==> src/rtl/viterbi_pkg.sv <==
// Shared Viterbi decoder constants and metric word types.
// Blocks take these as parameter defaults so they can be resized per instance.
package viterbi_pkg;
    localparam int DEF_WD_METR = 8;
    localparam int DEF_N_ACS   = 4;
    localparam int DEF_N_STATE = 64;
    localparam int DEF_W       = DEF_N_STATE / DEF_N_ACS;
    localparam int DEF_R       = DEF_W / 2;
    localparam int DEF_WAW     = $clog2(DEF_W);
    localparam int DEF_RAW     = $clog2(DEF_R);
    localparam int DEF_WD_WORD = DEF_WD_METR * DEF_N_ACS;

    typedef logic [DEF_WD_METR-1:0]                    metric_t;
    typedef logic [DEF_N_ACS-1:0][DEF_WD_METR-1:0]     wr_word_t;
    typedef logic [2*DEF_N_ACS-1:0][DEF_WD_METR-1:0]   rd_word_t;
endpackage

==> src/rtl/metric_bank.sv <==
// One path-metric RAM bank: single write port, registered two-word read port.
// Word pair {2*addr+1, 2*addr} is returned one cycle after the read strobe.
module metric_bank
    import viterbi_pkg::*;
#(
    parameter int DW    = DEF_WD_WORD,
    parameter int DEPTH = DEF_W,
    parameter int AW    = DEF_WAW,
    parameter int RAW   = DEF_RAW
) (
    input  logic            i_clk,
    input  logic            i_rst,
    input  logic            i_wr_en,
    input  logic [AW-1:0]   i_wr_addr,
    input  logic [DW-1:0]   i_wr_data,
    input  logic            i_rd_en,
    input  logic [RAW-1:0]  i_rd_addr,
    output logic [2*DW-1:0] o_rd_data
);
    logic [DW-1:0]   r_mem [DEPTH];
    logic [2*DW-1:0] r_rd_data;

    // Storage is deliberately not reset; only the read register is.
    always_ff @(posedge i_clk) begin
        if (i_wr_en) r_mem[i_wr_addr] <= i_wr_data;
    end

    always_ff @(posedge i_clk or posedge i_rst) begin
        if (i_rst)        r_rd_data <= '0;
        else if (i_rd_en) r_rd_data <= {r_mem[{i_rd_addr, 1'b1}], r_mem[{i_rd_addr, 1'b0}]};
    end

    assign o_rd_data = r_rd_data;
endmodule

==> src/rtl/metric_pingpong_mem.sv <==
// Ping-pong path-metric store: ACS writes one bank while the next pass reads the other.
// Banks swap when every word of a pass is written; reads strip metric MSBs when the pass allows it.
module metric_pingpong_mem
    import viterbi_pkg::*;
#(
    parameter  int WD_METR = DEF_WD_METR,
    parameter  int N_ACS   = DEF_N_ACS,
    parameter  int N_STATE = DEF_N_STATE,
    localparam int W       = N_STATE / N_ACS,
    localparam int R       = W / 2,
    localparam int WAW     = $clog2(W),
    localparam int RAW     = $clog2(R),
    localparam int WD_WORD = WD_METR * N_ACS
) (
    input  logic                 i_Clock1,
    input  logic                 i_Reset,
    input  logic                 i_Active,
    input  logic                 i_WrValid,
    input  logic [WAW-1:0]       i_WrAddr,
    input  logic [WD_WORD-1:0]   i_WrData,
    input  logic                 i_RdEn,
    input  logic [RAW-1:0]       i_RdAddr,
    output logic [2*WD_WORD-1:0] o_RdData,
    output logic                 o_RdValid,
    output logic                 o_BankSel,
    output logic                 o_PassDone,
    output logic                 o_NormActive,
    output logic                 o_DupError
);
    logic [W-1:0]         r_bitmap;
    logic                 r_msb_acc;
    logic                 r_bank;
    logic                 r_norm;
    logic                 r_dup;
    logic                 r_pass_done;
    logic                 r_rd_valid;
    logic                 r_rd_bank;
    logic                 r_rd_norm;

    logic                 w_wr;
    logic                 w_rd;
    logic                 w_msb_all;
    logic                 w_complete;
    logic [W-1:0]         w_bitmap_set;
    logic [2*WD_WORD-1:0] w_bank_rd [2];
    logic [2*WD_WORD-1:0] w_rd_raw;
    logic [2*WD_WORD-1:0] w_msb_mask;

    assign w_wr         = i_WrValid & i_Active;
    assign w_rd         = i_RdEn & i_Active;
    assign w_bitmap_set = r_bitmap | (W'(1) << i_WrAddr);
    assign w_complete   = w_wr & (&w_bitmap_set);

    always_comb begin
        w_msb_all = 1'b1;
        for (int i = 0; i < N_ACS; i++) begin
            w_msb_all = w_msb_all & i_WrData[(i+1)*WD_METR-1];
        end
    end

    // The completing write itself contributes to NormActive, hence the w_msb_all term.
    always_ff @(posedge i_Clock1 or posedge i_Reset) begin
        if (i_Reset) begin
            r_bitmap    <= '0;
            r_msb_acc   <= 1'b1;
            r_bank      <= 1'b0;
            r_norm      <= 1'b0;
            r_dup       <= 1'b0;
            r_pass_done <= 1'b0;
            r_rd_valid  <= 1'b0;
            r_rd_bank   <= 1'b0;
            r_rd_norm   <= 1'b0;
        end else begin
            r_pass_done <= w_complete;
            r_rd_valid  <= w_rd;
            if (w_complete) begin
                r_bank    <= ~r_bank;
                r_norm    <= r_msb_acc & w_msb_all;
                r_bitmap  <= '0;
                r_msb_acc <= 1'b1;
            end else if (w_wr) begin
                r_bitmap  <= w_bitmap_set;
                r_msb_acc <= r_msb_acc & w_msb_all;
            end
            if (w_wr && r_bitmap[i_WrAddr]) r_dup <= 1'b1;
            // Latch which bank/normalisation the in-flight read was issued against.
            if (w_rd) begin
                r_rd_bank <= ~r_bank;
                r_rd_norm <= r_norm;
            end
        end
    end

    for (genvar b = 0; b < 2; b++) begin : g_bank
        metric_bank #(
            .DW    (WD_WORD),
            .DEPTH (W),
            .AW    (WAW),
            .RAW   (RAW)
        ) u_bank (
            .i_clk     (i_Clock1),
            .i_rst     (i_Reset),
            .i_wr_en   (w_wr & (r_bank == 1'(b))),
            .i_wr_addr (i_WrAddr),
            .i_wr_data (i_WrData),
            .i_rd_en   (w_rd & (r_bank != 1'(b))),
            .i_rd_addr (i_RdAddr),
            .o_rd_data (w_bank_rd[b])
        );
    end

    for (genvar f = 0; f < 2*N_ACS; f++) begin : g_mask
        assign w_msb_mask[f*WD_METR +: WD_METR] = {1'b1, {(WD_METR-1){1'b0}}};
    end

    assign w_rd_raw     = r_rd_bank ? w_bank_rd[1] : w_bank_rd[0];
    assign o_RdData     = r_rd_norm ? (w_rd_raw & ~w_msb_mask) : w_rd_raw;
    assign o_RdValid    = r_rd_valid;
    assign o_BankSel    = r_bank;
    assign o_PassDone   = r_pass_done;
    assign o_NormActive = r_norm;
    assign o_DupError   = r_dup;
endmodule
==> config.mk <==
export PLATFORM = sky130hd
export DESIGN_NAME = metric_pingpong_mem
export DESIGN_NICKNAME = d
export VERILOG_FILES = /design/src/rtl/viterbi_pkg.sv /design/src/rtl/metric_bank.sv /design/src/rtl/metric_pingpong_mem.sv
export SDC_FILE = /design/constraint.sdc
export NUM_CORES = 1
export LEC_CHECK = 0
export BUFFER_PORTS_ARGS = -buffer_cell sky130_fd_sc_hd__buf_2
export CAP_MARGIN = 20
export CORE_MARGIN = 2
export CORE_UTILIZATION = 62
export CTS_CLUSTER_DIAMETER = 100
export CTS_CLUSTER_SIZE = 28
export DETAILED_ROUTE_END_ITERATION = 10
export PLACE_DENSITY = 0.79
export SYNTH_ARGS = -nofsm -noshare
export SYNTH_HDL_FRONTEND = slang
export SYNTH_SLANG_ARGS = --single-unit
export TNS_END_PERCENT = 20
==> constraint.sdc <==
create_clock -name i_Clock1 -period 7.2 [get_ports i_Clock1]
set_input_delay 1.8 -clock i_Clock1 [delete_from_list [all_inputs] [get_ports i_Clock1]]
set_output_delay 1.8 -clock i_Clock1 [all_outputs]
set_load 0.02 [all_outputs]
Word level (Yosys, flattened, before mapping)
Memories as Yosys holds them, arrays and structs flattened. A register that Yosys moved wholly into a read port is not among the register bits. Index checks and enable logic that the tools add are counted.

Memories: 2. ROM bits: 0. Bits of input ports: 44. Bits in latches: 0. Logic and storage cells: 41. Output and inout port bits: 69. Register bits: 24. Bits in writable memories: 1024.

$lt $le $gt $ge: 1. Add/sub/neg operators: 0. Shifts and indexed selects: 1. Multipliers: 0. Bitwise logic cells: 13. Muxes and demuxes: 12. Div/mod/pow operators: 0. Equality and inequality tests: 0. Reductions and logical operators: 3.

Memories: g_bank[0].u_bank.r_mem (words 16, bits a word 32, read ports 2, clocked after Yosys merged registers in 2, write ports 1, RTL line metric_bank.sv:20) `logic [DW-1:0] r_mem [DEPTH];`; g_bank[1].u_bank.r_mem (words 16, bits a word 32, read ports 2, clocked after Yosys merged registers in 2, write ports 1, RTL line metric_bank.sv:20).

Operator list (number): 64-bit two-way mux (2); 16-bit two-way mux (2); 16-bit OR (1); 16-bit AND reduction (1); 1-bit by 4-bit left shift with 16-bit output (first input constant) (1); 1-bit bitwise AND (11); 1-bit two-way mux (7); 4-bit by 5-bit < comparator with 1-bit output (second input constant) (1); 1-bit binary-select mux with 4-bit select (1); 2-bit nonzero test (1); 1-bit logical AND (1); 1-bit NOT (1).

Longest topological paths before layout
Gate-level depths: netlist of the first run.

Depth in word-level cells: 6. Mapped depth: 9. Gate-level depth less buffers: 5.

By module
From an unflattened synthesis of the first run, not the netlist that was laid out.

Cells, all modules: 2736. Area, all modules: 46834.9 µm².

By module, submodules not included: metric_bank at g_bank[0].u_bank (cells an instance 1262, area an instance 22367.7 µm², seq. area each 16976.3 µm², instances 1); metric_bank at g_bank[1].u_bank (cells an instance 1262, area an instance 22362.7 µm², seq. area each 16976.3 µm², instances 1); metric_pingpong_mem (cells an instance 212, area an instance 2104.5 µm², seq. area each 601.8 µm², instances 1).

Worst setup path after synthesis of the first run
No wires, ideal clock.

Path kind: input-to-reg. From: in i_WrAddr[2]. To: mem g_bank[0].u_bank.r_mem[2][0] in the netlist's numbering (enable). Required time: 6698 ps. Buffers on the path: 1. Data arrival time: 5406 ps. Path slack: 1293 ps. Setup time: 502 ps. Stages: 4. Path through: buf_2 and2b_1 nand3_1 nor4_1.

RTL lines: start, declared (RTL line metric_pingpong_mem.sv:19) `input logic [WAW-1:0] i_WrAddr,`; end, declared (RTL line metric_bank.sv:20).

No word-level cell before the write port.

Worst setup path after layout of the first run
From: reg r_rd_bank. To: out o_RdData[63].

Cells in the longest elaborated chain, start to end: 2.

Ends and longest elaborated chain: start, declared (RTL line metric_pingpong_mem.sv:37) `logic r_rd_bank;`; start signal, assigned (RTL line metric_pingpong_mem.sv:88) `r_rd_bank <= ~r_bank;`; 64-bit two-way mux (RTL line metric_pingpong_mem.sv:116) `assign w_rd_raw = r_rd_bank ? w_bank_rd[1] : w_bank_rd[0];`; 64-bit two-way mux (RTL line metric_pingpong_mem.sv:117) `assign o_RdData = r_rd_norm ? (w_rd_raw & ~w_msb_mask) : w_rd_raw;`; end, declared (RTL line metric_pingpong_mem.sv:23) `output logic [2*WD_WORD-1:0] o_RdData,`.

No other way between the ends.

==> flow_metrics.env, run 1 <==
export IMPL_pwr_share_seq_pct=65.7
export IMPL_maxSlewViolCount=0
export IMPL_ys_types=41
export IMPL_p_switching_mw=2.42
export IMPL_cts_repair_resized=0
export IMPL_cp_end_kind="output port"
export IMPL_dp_hpwl_mm=48.2
export IMPL_clk_pin_slew_ns=0.10
export IMPL_cap_violations=0
export IMPL_cts_root_buf="clkbuf_16"
export IMPL_synth_compound_area_share_pct=1.86
export IMPL_start_util_pct=62.7
export IMPL_synth_edff_count=1024
export IMPL_cts_tree="built"
export IMPL_hp_class="flip-flop to flip-flop"
export IMPL_clock_skew_ns=0.0183
export IMPL_power_mw=11.5
export IMPL_outcome="complete, no violations"
export IMPL_routabilityCongestion=0.869
export IMPL_synthAdderAreaFrac_pct=0
export IMPL_die_w_microns=273
export IMPL_cts_setup_buffers=0
export IMPL_cts_sinks=1176
export IMPL_muxShareOfSynthArea_pct=17.6
export IMPL_ant_nets=0
export IMPL_tightestPinTransition_ns=1.13
export IMPL_synth_seq_cells=1176
export IMPL_setup_violations=0
export IMPL_dp_cells=3125
export IMPL_vias=21100
export IMPL_combinationalPowerShare_pct=6.5
export IMPL_yosys_area_top_type="edfxtp_1"
export IMPL_ys_warn_count=0
export IMPL_synth_xor_area_share_pct=0.0195
export IMPL_finalCritPeriodShare_pct=65.9
export IMPL_dr_first_iter_drc_count=2284
export IMPL_cts_buffer_depth=3
export IMPL_required_ns=5.40
export IMPL_post_synth_and_or_nand_nor_area_fraction_pct=2.28
export IMPL_grt_pass1_vias=21600
export IMPL_instances_no_fill=3216
export IMPL_synth_cells=2150
export IMPL_syn_nets=2194
export IMPL_p_per_area_nw_per_um2=240
export IMPL_overflow=0
export IMPL_fp_dieH_microns=273
export IMPL_cts_buffers=47
export IMPL_dieArea_sq_um=74500
export IMPL_fp_row_count=98
export IMPL_peakVddDrop_mv=0.270
export IMPL_tns_ns=0
export IMPL_io_pins=113
export IMPL_netlist_area_leader_share_pct=68.5
export IMPL_leakage_nw=16.0
export IMPL_period_needed_ns=4.74
export IMPL_firstDrtPassIters=5
export IMPL_async_flop_share_pct=12.9
export IMPL_hold_viol=0
export IMPL_arrival_ns=2.94
export IMPL_gr_usage_all_layers_pct=25.5
export IMPL_drt_wirelength_per_cell_microns=29.0
export IMPL_seq_area_frac_synth_pct=77.0
export IMPL_port_buffers=112
export IMPL_critPathMaxFanout=44
export IMPL_drt_total_wl_mm=93.4
export IMPL_slew_headroom_pct=24.7
export IMPL_p_sw_share_pct=21.0
export IMPL_clkPwrFrac_pct=27.8
export IMPL_insertion_delay_ns=0.64
export IMPL_remaining_drc_errors=0
export IMPL_syn_area_per_cell_sq_um=20.9
export IMPL_ys_flop_type="edfxtp_1"
export IMPL_synth_top_family_by_area="multiplexers"
export IMPL_cts_hold_buffers=0
export IMPL_grt_pass1_wl_mm=138
export IMPL_grt_max_degree=122
export IMPL_drive_above_1_share_pct=24.5
export IMPL_path_class="flip-flop to output port"
export IMPL_grt_antenna_before_repair=8
export IMPL_core_sq_um=71600
export IMPL_worst_setup_path_start_kind="flip-flop"
export IMPL_internal_power_mw=9.10
export IMPL_rsz0062_at_grt="no"
export IMPL_fillers=4552
export IMPL_finish_utilization_pct=67.0
export IMPL_h_tree_depth=2
export IMPL_synth_area_leaders="edfxtp_1 69%, mux4_2 13%, dfrtp_1 8.4%"
export IMPL_fmax_mhz=211
export IMPL_netlist_area_sq_um=44900
export IMPL_via_per_inst=6.55
export IMPL_area_growth_pct=6.88
export IMPL_fin_nets=2269
[cells in the final DEF, fill, tap and decap left out, types with 2 or more instances in the layout]
cell type,instances
and4b_1,2
nand2b_1,2
dfrtp_1,150
buf_12,4
buf_2,109
clkbuf_16,49
buf_4,35
mux4_2,259
diode_2,4
mux2i_1,137
and3_2,16
edfxtp_1,1024
mux4_1,2
nor2b_1,3
buf_8,2
clkbuf_1,37
o21ai_0,137
inv_1,2
nor4bb_1,2
nor2_4,4
and4_1,3
nand3_1,9
and2b_1,3
and2_1,2
nor2_1,27
mux2_2,57
a21oi_1,17
nand2_1,137
a22oi_1,2
nor4_2,3
nor3_2,9
[critical path, cell delays in order (launching register included)]
cell	delay [ns]
dfrtp_4	1.04
buf_4	0.55
mux2i_1	0.44
nor2_1	0.08
buf_2	0.19
[power groups by stage]
stage	Sequential, mW	Clock, mW	Combinational, mW
floorplan	7.70	0	0.484
global placement	7.71	0	0.726
detailed placement	7.72	0	0.751
CTS	7.57	3.26	0.753
global route	7.58	3.49	0.807
finish	7.57	3.21	0.747
[routing by layer]
layer	vias up	share of wire (%)	GRT usage (%)
li1	8814	-	-
met1	11100	38	35.5
met2	954	52	43.6
met3	153	8.0	3.58
met4	2	2.2	6.03
met5	-	0.014	0
[synth_stat cells (2+ instances only)]
library cell and number:
edfxtp_1 1024, mux4_2 259, dfrtp_1 151, nand2_1 138, mux2i_1 137, o21ai_0 137, clkbuf_1 69, mux2_2 57
buf_2 35, nor2_1 31, a21oi_1 17, and3_1 16, buf_1 16, nor3_1 10, nand3_1 9, and2b_1 3
and4_1 3, inv_1 3, nand2b_1 3, nor2b_1 3, nor4_1 3, a22oi_1 2, and2_1 2, and4b_1 2
buf_6 2, mux4_1 2, nor4bb_1 2
[path summary, 6_finish.rpt]
kind                                                                  from                                         end  slack (ns)  cells after the start
worst max-delay path                                 r_rd_bank$_DFFE_PP0P_                                o_RdData[63]        2.46                      4
worst min-delay path            g_bank[0].u_bank.o_rd_data[43]$_DFFE_PP0P_  g_bank[0].u_bank.o_rd_data[43]$_DFFE_PP0P_        0.49                      2
worst max register to register                       o_BankSel$_DFFE_PP0P_  g_bank[1].u_bank.o_rd_data[46]$_DFFE_PP0P_        4.49                      4
worst min register to register  g_bank[0].u_bank.o_rd_data[43]$_DFFE_PP0P_  g_bank[0].u_bank.o_rd_data[43]$_DFFE_PP0P_        0.49                      2
max in group asynchronous                                          i_Reset  g_bank[0].u_bank.o_rd_data[23]$_DFFE_PP0P_        4.55                      3
min in group asynchronous                                          i_Reset  g_bank[1].u_bank.o_rd_data[44]$_DFFE_PP0P_        1.27                      2
[cell families after synthesis]
| group | count (synthesis) |
|---|---|
| mux | 455 |
| compound gates | 161 |
| xor+xnor | 1 |
| buf+inv | 128 |
| flops | 1176 |
| simple gates | 229 |
[sequential cells by signal (all words and copies together) (netlist names)]
name and flops:
r_rd_norm 1, o_DupError 1, o_BankSel 1, o_PassDone 1
g_bank.u_bank.o_rd_data 128, r_rd_bank 1, r_msb_acc 1, o_NormActive 1
r_bitmap 16, g_bank.u_bank.r_mem 1024, o_RdValid 1
[layout make-up]
type	count	area (sq um)	share of cell area, %
sequential	1176	34600	72.1
multi-input combinational	846	9890	20.6
clock buffer	86	1370	2.85
tap	950	1190	2.48
timing repair buffer	151	932	1.94
inverter	3	16.3	0.0339
antenna	4	10.0	0.0209
[per-stage QoR]
stage | area [sq um] | setup slack [ns] | hold slack (ns)
after floorplan | 44900 | 1.29 | 0.444
after global placement | 46600 | 3.04 | 0.456
after detailed placement | 46600 | 2.97 | 0.462
after CTS | 47900 | 2.37 | 0.487
after global routing | 48000 | 2.30 | 0.503
final | 48000 | 2.46 | 0.486
No activity file was read; power rests on OpenSTA's default activity.
==> run 2, diff against run 1 <==
--- a/config.mk
+++ b/config.mk
@@ -8,11 +8,11 @@
 export BUFFER_PORTS_ARGS = -buffer_cell sky130_fd_sc_hd__buf_2
 export CAP_MARGIN = 20
 export CORE_MARGIN = 2
-export CORE_UTILIZATION = 62
+export CORE_UTILIZATION = 56
 export CTS_CLUSTER_DIAMETER = 100
 export CTS_CLUSTER_SIZE = 28
 export DETAILED_ROUTE_END_ITERATION = 10
-export PLACE_DENSITY = 0.79
+export PLACE_DENSITY = 0.75
 export SYNTH_ARGS = -nofsm -noshare
 export SYNTH_HDL_FRONTEND = slang
 export SYNTH_SLANG_ARGS = --single-unit
==> constraint.sdc (replaced) <==
create_clock -name i_Clock1 -period 4.3 [get_ports i_Clock1]
set_input_delay 1.075 -clock i_Clock1 [delete_from_list [all_inputs] [get_ports i_Clock1]]
set_output_delay 1.075 -clock i_Clock1 [all_outputs]
set_load 0.02 [all_outputs]
==> flow_metrics.env, run 2 (synthesis results as in run 1) <==
export IMPL_outcome="complete, no violations"
export IMPL_finish_utilization_pct=61.3
export IMPL_cts_hold_buffers=0
export IMPL_grt_antenna_before_repair=2
export IMPL_cap_violations=0
export IMPL_dp_hpwl_mm=53.7
export IMPL_overflow=0
export IMPL_holdWs_ns=0.391
export IMPL_routabilityCongestion=0.851
export IMPL_path_class="flip-flop to output port"
export IMPL_stdcell_area_sq_um=48500
export IMPL_arrival_ns=2.57
export IMPL_firstDrtPassIters=7
export IMPL_placed_area_sq_um=47100
export IMPL_tightestPinTransition_ns=0.995
export IMPL_maxSlewViolCount=0
export IMPL_tns_ns=0
export IMPL_hp_class="primary input to asynchronous set/reset pin"
export IMPL_start_util_pct=56.7
export IMPL_slew_headroom_pct=33.6
export IMPL_hold_viol=0
export IMPL_cts_buffers=47
export IMPL_clk_pin_slew_ns=0.11
export IMPL_drive_above_1_share_pct=25.7
export IMPL_cts_setup_buffers=0
export IMPL_p_per_area_nw_per_um2=399
export IMPL_insertion_delay_ns=0.63
export IMPL_cts_tree="built"
export IMPL_dieArea_sq_um=82400
export IMPL_rr_startpoint="o_BankSel$_DFFE_PP0P_"
export IMPL_fin_nets=2304
export IMPL_ant_nets=0
export IMPL_critPathMaxFanout=30
export IMPL_finalCritPeriodShare_pct=84.8
export IMPL_required_ns=3.22
export IMPL_fillers=5412
export IMPL_dp_cells=3260
export IMPL_power_mw=19.4
export IMPL_vias=20900
export IMPL_grt_pass1_wl_mm=139
export IMPL_leakage_nw=16.3
export IMPL_die_w_microns=287
export IMPL_final_cell_mix="1024 x edfxtp_1, 259 x mux4_2, 150 x dfrtp_1"
export IMPL_gr_usage_all_layers_pct=23.0
export IMPL_largest_register_ffs=1024
export IMPL_rsz0062_at_grt="no"
export IMPL_port_buffers=112
export IMPL_instances_no_fill=3349
export IMPL_final_common_cell="edfxtp_1"
export IMPL_via_per_inst=6.23
export IMPL_fmax_mhz=274
export IMPL_worst_setup_path_start_kind="flip-flop"
export IMPL_fp_dieH_microns=287
export IMPL_drt_total_wl_mm=93.5
export IMPL_cts_repair_resized=0
export IMPL_core_sq_um=79100
export IMPL_setup_violations=0
export IMPL_dp_slack_ns=0.800
export IMPL_dr_first_iter_drc_count=2366
export IMPL_h_tree_depth=2
export IMPL_setup_ws_ns=0.655
export IMPL_period_needed_ns=3.64
export IMPL_drt_wirelength_per_cell_microns=27.9
export IMPL_io_pins=113
export IMPL_cts_sinks=1176
export IMPL_grt_pass1_vias=21400
export IMPL_grt_max_degree=81
export IMPL_cts_buffer_depth=3
export IMPL_critPathLaunch="r_rd_bank$_DFFE_PP0P_"
export IMPL_peakVddDrop_mv=0.300
export IMPL_regMostFlops="g_bank.u_bank.r_mem"
export IMPL_cp_end_kind="output port"
export IMPL_clock_skew_ns=0.0173
export IMPL_remaining_drc_errors=0
export IMPL_fp_row_count=103
export IMPL_cts_root_buf="clkbuf_16"
export IMPL_area_growth_pct=8.14
[run 2: changes by cell type in the layout (fill, tap and decap cells not counted)]
| cell | delta |
|---|---|
| clkinvlp_4 | +1 |
| buf_4 | +22 |
| diode_2 | -3 |
| clkbuf_1 | +1 |
| inv_6 | -1 |
| buf_12 | +12 |
| nor4_2 | -1 |
| nor4_4 | +1 |
| buf_16 | +1 |
[run 2: routing by layer]
metal,routed length [microns],track usage [%]
met1,37300,32.3
met2,48200,39.6
met3,6110,2.69
met4,1820,4.97
met5,26,0
[run 2: worst paths after layout]
path / to / slack, ns / depth (start not counted)
setup reg to reg: g_bank[1].u_bank.o_rd_data[52]$_DFFE_PP0P_ / 2.01 / 4
hold / removal: g_bank[0].u_bank.o_rd_data[15]$_DFFE_PP0P_ / 0.39 / 2
setup / recovery: o_RdData[21] / 0.66 / 3
min in group i_Clock1: g_bank[1].u_bank.o_rd_data[16]$_DFFE_PP0P_ / 0.48 / 2
max in group asynchronous: g_bank[0].u_bank.o_rd_data[41]$_DFFE_PP0P_ / 2.78 / 3
hold reg to reg: g_bank[1].u_bank.o_rd_data[16]$_DFFE_PP0P_ / 0.48 / 2
[run 2: power by group]
group	switching, mW	internal [mW]
Combinational	0.777	0.513
Clock	3.22	2.18
Sequential	0.112	12.6
Total	4.11	15.3
[run 2: cell type report]
| cell class | count | area (sq um) | area share, % |
|---|---|---|---|
| multi-input combinational | 846 | 9900 | 20.4 |
| tap | 1050 | 1310 | 2.71 |
| inverter | 3 | 15.0 | 0.0309 |
| antenna | 1 | 2.50 | 0.00516 |
| clock buffer | 87 | 1370 | 2.82 |
| sequential | 1176 | 34600 | 71.2 |
| timing repair buffer | 186 | 1370 | 2.81 |
[run 2: critical path: stages (launching register included)]
cell and delay (ns):
dfrtp_4 0.88, buf_4 0.44, mux2_2 0.42, buf_2 0.17
